===== src/rtl/midi_uart_rx.sv =====
// Purpose: MIDI 8N1 serial receiver; it turns the 31250-baud line into bytes and tags each one status or data.
// Latency: din_rdy pulses one cycle after the mid-stop-bit sample (about 9.5 bit times after the start edge, plus 3 synchroniser cycles).
// Backpressure: none. The consumer must take each din_rdy pulse; dout/status/data hold until the next good byte.
module midi_uart_rx #(
    parameter int CLKS_PER_BIT = 1600,
    parameter int CNT_W        = $clog2(CLKS_PER_BIT)
) (
    input  logic       clk,
    input  logic       rst_n,
    input  logic       rx_in,
    output logic [7:0] dout,
    output logic       din_rdy,
    output logic       status,
    output logic       data,
    output logic       frame_err,
    output logic       busy
);

    localparam logic [2:0] S_IDLE  = 3'd0;
    localparam logic [2:0] S_START = 3'd1;
    localparam logic [2:0] S_DATA  = 3'd2;
    localparam logic [2:0] S_STOP  = 3'd3;
    localparam logic [2:0] S_BREAK = 3'd4;

    // Half a bit lands the start sample mid-bit. Every later sample is one full bit after it, so all samples sit mid-bit.
    localparam logic [CNT_W-1:0] HALF_M1 = CNT_W'(CLKS_PER_BIT / 2 - 1);
    localparam logic [CNT_W-1:0] FULL_M1 = CNT_W'(CLKS_PER_BIT - 1);

    logic [2:0]       state;
    logic [CNT_W-1:0] cnt;
    logic [2:0]       bit_idx;
    logic [7:0]       shift;
    logic             rx_meta;
    logic             rx_s;

    // Two-flop synchroniser. Both flops reset to the idle-high line level so that reset cannot look like a start bit.
    always_ff @(posedge clk or negedge rst_n) begin
        if (!rst_n) begin
            rx_meta <= 1'b1;
            rx_s    <= 1'b1;
        end else begin
            rx_meta <= rx_in;
            rx_s    <= rx_meta;
        end
    end

    // Frame FSM, bit timer, shift register and output registers.
    // cnt restarts on every state change and on every bit sample.
    always_ff @(posedge clk or negedge rst_n) begin
        if (!rst_n) begin
            state     <= S_IDLE;
            cnt       <= '0;
            bit_idx   <= '0;
            shift     <= '0;
            dout      <= '0;
            din_rdy   <= 1'b0;
            status    <= 1'b0;
            data      <= 1'b0;
            frame_err <= 1'b0;
        end else begin
            din_rdy   <= 1'b0;
            frame_err <= 1'b0;
            case (state)
                S_IDLE: begin
                    if (!rx_s) begin
                        state <= S_START;
                        cnt   <= '0;
                    end else begin
                        cnt <= cnt + 1'b1;
                    end
                end
                S_START: begin
                    if (cnt == HALF_M1) begin
                        cnt <= '0;
                        if (!rx_s) begin
                            state   <= S_DATA;
                            bit_idx <= '0;
                        end else begin
                            // The line went high again before mid-bit. Treat it as a glitch and drop it.
                            state <= S_IDLE;
                        end
                    end else begin
                        cnt <= cnt + 1'b1;
                    end
                end
                S_DATA: begin
                    if (cnt == FULL_M1) begin
                        cnt     <= '0;
                        shift   <= {rx_s, shift[7:1]};
                        bit_idx <= bit_idx + 3'd1;
                        if (bit_idx == 3'd7) begin
                            state <= S_STOP;
                        end
                    end else begin
                        cnt <= cnt + 1'b1;
                    end
                end
                S_STOP: begin
                    if (cnt == FULL_M1) begin
                        cnt <= '0;
                        if (rx_s) begin
                            dout    <= shift;
                            status  <= shift[7];
                            data    <= ~shift[7];
                            din_rdy <= 1'b1;
                            state   <= S_IDLE;
                        end else begin
                            frame_err <= 1'b1;
                            state     <= S_BREAK;
                        end
                    end else begin
                        cnt <= cnt + 1'b1;
                    end
                end
                S_BREAK: begin
                    // Hold here until the line returns high, so that a held-low line cannot frame bogus bytes.
                    if (rx_s) begin
                        state <= S_IDLE;
                        cnt   <= '0;
                    end else begin
                        cnt <= cnt + 1'b1;
                    end
                end
                default: begin
                    state <= S_IDLE;
                    cnt   <= '0;
                end
            endcase
        end
    end

    assign busy = (state != S_IDLE);

endmodule


===== config.mk =====
export PLATFORM = sky130hd
export DESIGN_NAME = midi_uart_rx
export DESIGN_NICKNAME = d
export VERILOG_FILES = /design/src/rtl/midi_uart_rx.sv
export SDC_FILE = /design/constraint.sdc
export NUM_CORES = 1
export LEC_CHECK = 0
export ABC_CLOCK_PERIOD_IN_PS = 2400
export BUFFER_PORTS_ARGS = -buffer_cell sky130_fd_sc_hd__buf_2
export CAP_MARGIN = 20
export CORE_MARGIN = 5
export CORE_UTILIZATION = 58
export CTS_BUF_LIST = sky130_fd_sc_hd__clkbuf_8 sky130_fd_sc_hd__clkbuf_16
export CTS_CLUSTER_SIZE = 8
export DETAILED_ROUTE_END_ITERATION = 16
export PLACE_DENSITY = 0.85
export SYNTH_ARGS = -nofsm -noshare
export SYNTH_HDL_FRONTEND = slang
export SYNTH_SLANG_ARGS = --single-unit

===== constraint.sdc =====
create_clock -name clk -period 2.4 [get_ports clk]
set_input_delay 0.48 -clock clk [delete_from_list [all_inputs] [get_ports clk]]
set_output_delay 0.48 -clock clk [all_outputs]
set_load 0.1 [all_outputs]

==> flow_summary_export.csv <==
group,metric,value,unit
run_status,outcome,"finished clean",
die,floorplan.initialDensity,0.590,
logic_synthesis,syn_avg_cell_area,12.4,sq um
setup_path,critPathKind,"register to register",
logic_synthesis,synth_edf_count,0,
sta,finalSetupViolCount,0,
logic_synthesis,muxShareOfSynthArea,0.132,
logic_synthesis,async_flop_share,1.00,
logic_synthesis,synthAdderAreaFrac,0.0214,
job,max-cap-violations,0,
logic_synthesis,synthXorXnorAreaFrac,0.0448,
logic_synthesis,synth_top_cell_by_area,"dfrtp_1",
sta,finalCritPeriodShare,0.946,
setup_path,reg2regPathDepth,5,
setup_path,timing.rr.start,"cnt[0]",
logic_synthesis,synthCells,142,
drt,firstDrtPassIters,4,
placement,port-buffer-count,15,
setup_path,cp_cell_sequence,"ha_1 > and4_1 > nand4_4 > or3_1 > mux2_4",
global_route,grtUsageTotal,0.153,
cts,hold_buffers,0,
die,core_area,0.00298,sq mm
cells_and_area,fillers,230,
cts,cts_setup_buffers,0,
sta,drv_slew,0,
die,die_h,65.1,microns
placement,place_hpwl,1.94,mm
sta,finalHoldViolCount,0,
die,io_pins,16,
logic_synthesis,synthSimpleGateAreaFrac,0.165,
cts,clkLatencyLatePin,280,ps
cts,path_clk_slew,70,ps
logic_synthesis,netlist.area_leader.share,0.512,
sta,max_freq,440,MHz
cts,cts_resized,0,
logic_synthesis,synth_cell_type_count,38,
logic_synthesis,synth-compound-area-share,0.0719,
logic_synthesis,ys_seq_area_frac,0.542,
die,die_area,0.00423,sq mm
global_route,antenna_found_initial,0,
setup_path,r2r-end,"shift[2]",
global_route,grt_pass1_vias,1089,
cts,clk_path_buf_depth,2,
hold_path,hp-class,"input pin to asynchronous set/reset pin",
drt,ant_nets,0,
setup_path,rrSetupSlack,130,ps
cts,cts_sinks,38,
cells_and_area,multiInputGateArea,764,sq um
sta,tightest_slew,797,ps
power,p_leak,0.930,nW
placement,dpl_cell_area,0.00183,sq mm
drt,routed_wl,2.81,mm
cts,cts_tree,"yes",
cells_and_area,design_area,0.00191,sq mm
setup_path,end_kind,"register",
sta,post-route-min-period,2270,ps
cells_and_area,diodes,0,
setup_path,slowest_stage,"or3_1",
cells_and_area,fin_nets,163,
setup_path,cp.arrival,2440,ps
setup_path,crit_fanout,9,
setup_path,cp-start-kind,"register",
logic_synthesis,synth_area,0.00176,sq mm
sta,fin_skew,5.30,ps
cells_and_area,syn_to_final_growth,8.83,%
cts,htreeDepth,2,
sta,setup_tns,0,ps
placement,place.gp.congestion,0.803,
drt,via_per_inst,5.86,
sta,rsz0062_at_grt,"no",
logic_synthesis,synth-seq-cells,38,
cells_and_area,drive_above_1_share,0.293,
die,die_x,65.1,microns
logic_synthesis,ys.flop_type,"dfrtp_1",
setup_path,critPathMaxStageDelay,570,ps
global_route,grt_remaining_overflow,0,
cts,cts-root-buf,"clkbuf_8",
setup_path,required,2570,ps
drt,wire_per_inst,14.8,microns
die,rows,20,
global_route,grt_max_degree,39,
logic_synthesis,syn-num-nets,148,
cells_and_area,final_common_cell,"dfrtp_1",
power,ir_drop,0.263,mV
logic_synthesis,ys.warnings.count,0,
drt,num_vias,1113,
cells_and_area,regArea,953,sq um
global_route,grt_pass1_wl,5.01,mm
drt,drc,0,
power,power_density,553,mW/mm^2
logic_synthesis,synth_top_family_by_area,"simple AND/OR/NAND/NOR gates",
sta,slew_headroom,0.468,
logic_synthesis,synth_area_leaders,"dfrtp_1 (51%), mux2_4 (6.8%), mux2_2 (5.8%), nor2_1 (3.6%), dfstp_2 (3.0%)",
cts,cts-buffers-inserted,5,
cells_and_area,layout_common_cells,"dfrtp_1 (36), nor2_1 (17), buf_2 (15), mux2_2 (9), mux2_4 (8)",
drt,drt-initial-drc-count,52,
-- sequential cells by signal (all words and copies together) (netlist names) --
name / cells
data: 1
rx_meta: 1
frame_err: 1
cnt: 11
dout: 8
rx_s: 1
din_rdy: 1
shift: 8
bit_idx: 3
state: 3
-- cell usage after synthesis (2+ instances only) --
master     n
a21oi_1    3
a22o_1     2
buf_2      2
clkbuf_1   3
dfrtp_1   36
dfstp_2    2
ha_1       3
mux2_2     9
mux2_4     8
nand2_1    7
nand3_1    5
nand4_1    3
nor2_1    17
nor2b_1    4
nor3_1     5
nor3b_1    2
o21ai_0    2
or3_1      2
xnor2_1    5
xor2_1     4
-- report_power, final --
part           internal [mW]  switching, mW  leakage [nW]
clock network          0.195          0.203        0.0438
registers              0.643        0.00214         0.509
logic                0.00236         0.0126         0.377
total                  0.840          0.218         0.930
-- worst max-delay path: cells and delay by family, from the launching register on --
family	cells	cell delay, ps
and+or+nand+nor	3	1180
DFF	1	380
muxes	1	380
adders and majority gates	1	220
-- cell type report --
cell class,count,share of cell area
clock inverter,2,0.00523
clock buffer,5,0.0360
timing repair buffer,15,0.0392
multi-input combinational,97,0.400
sequential,38,0.498
tap,33,0.0216
-- how the worst max path moves through the flow --
stage / cells past startpoint / startpoint / to / slack (ps)
3_3_place_gp: 5 / cnt[0] / shift[2] / 240
5_1_grt: 5 / cnt[0] / shift[2] / 3
3_5_place_dp: 5 / cnt[0] / shift[2] / 150
6_report: 5 / cnt[0] / shift[2] / 130
2_1_floorplan: 7 / cnt[0] / shift[0] / 440
4_1_cts: 5 / cnt[0] / shift[2] / 140
-- stage by stage --
step                      setup slack [ps]  hold slack [ps]  utilization  power, mW  std cells
after floorplan                        438              184            -      0.659        142
after global placement                 245              347        0.616      0.673        183
after detailed placement               149              349        0.616      0.673        183
after CTS                              141              286        0.642       1.07        190
after global routing                  2.79              279        0.642       1.11        190
final                                  130              279        0.642       1.06        190
-- kinds of logic after synthesis --
| group | Yosys count |
|---|---|
| simple gates | 52 |
| fa+ha+maj | 3 |
| buf+inv | 7 |
| compound gates | 15 |
| xor+xnor | 9 |
| mux | 18 |
| flops | 38 |
-- layer usage --
layer / wire, microns / vias up / global-route usage
met5: 0 / - / 0
met4: 42 / 0 / 0.0699
met3: 115 / 5 / 0.0381
met2: 1350 / 21 / 0.245
met1: 1300 / 557 / 0.195
li1: - / 530 / -
Note: power is estimated with default switching activity, not from simulation.
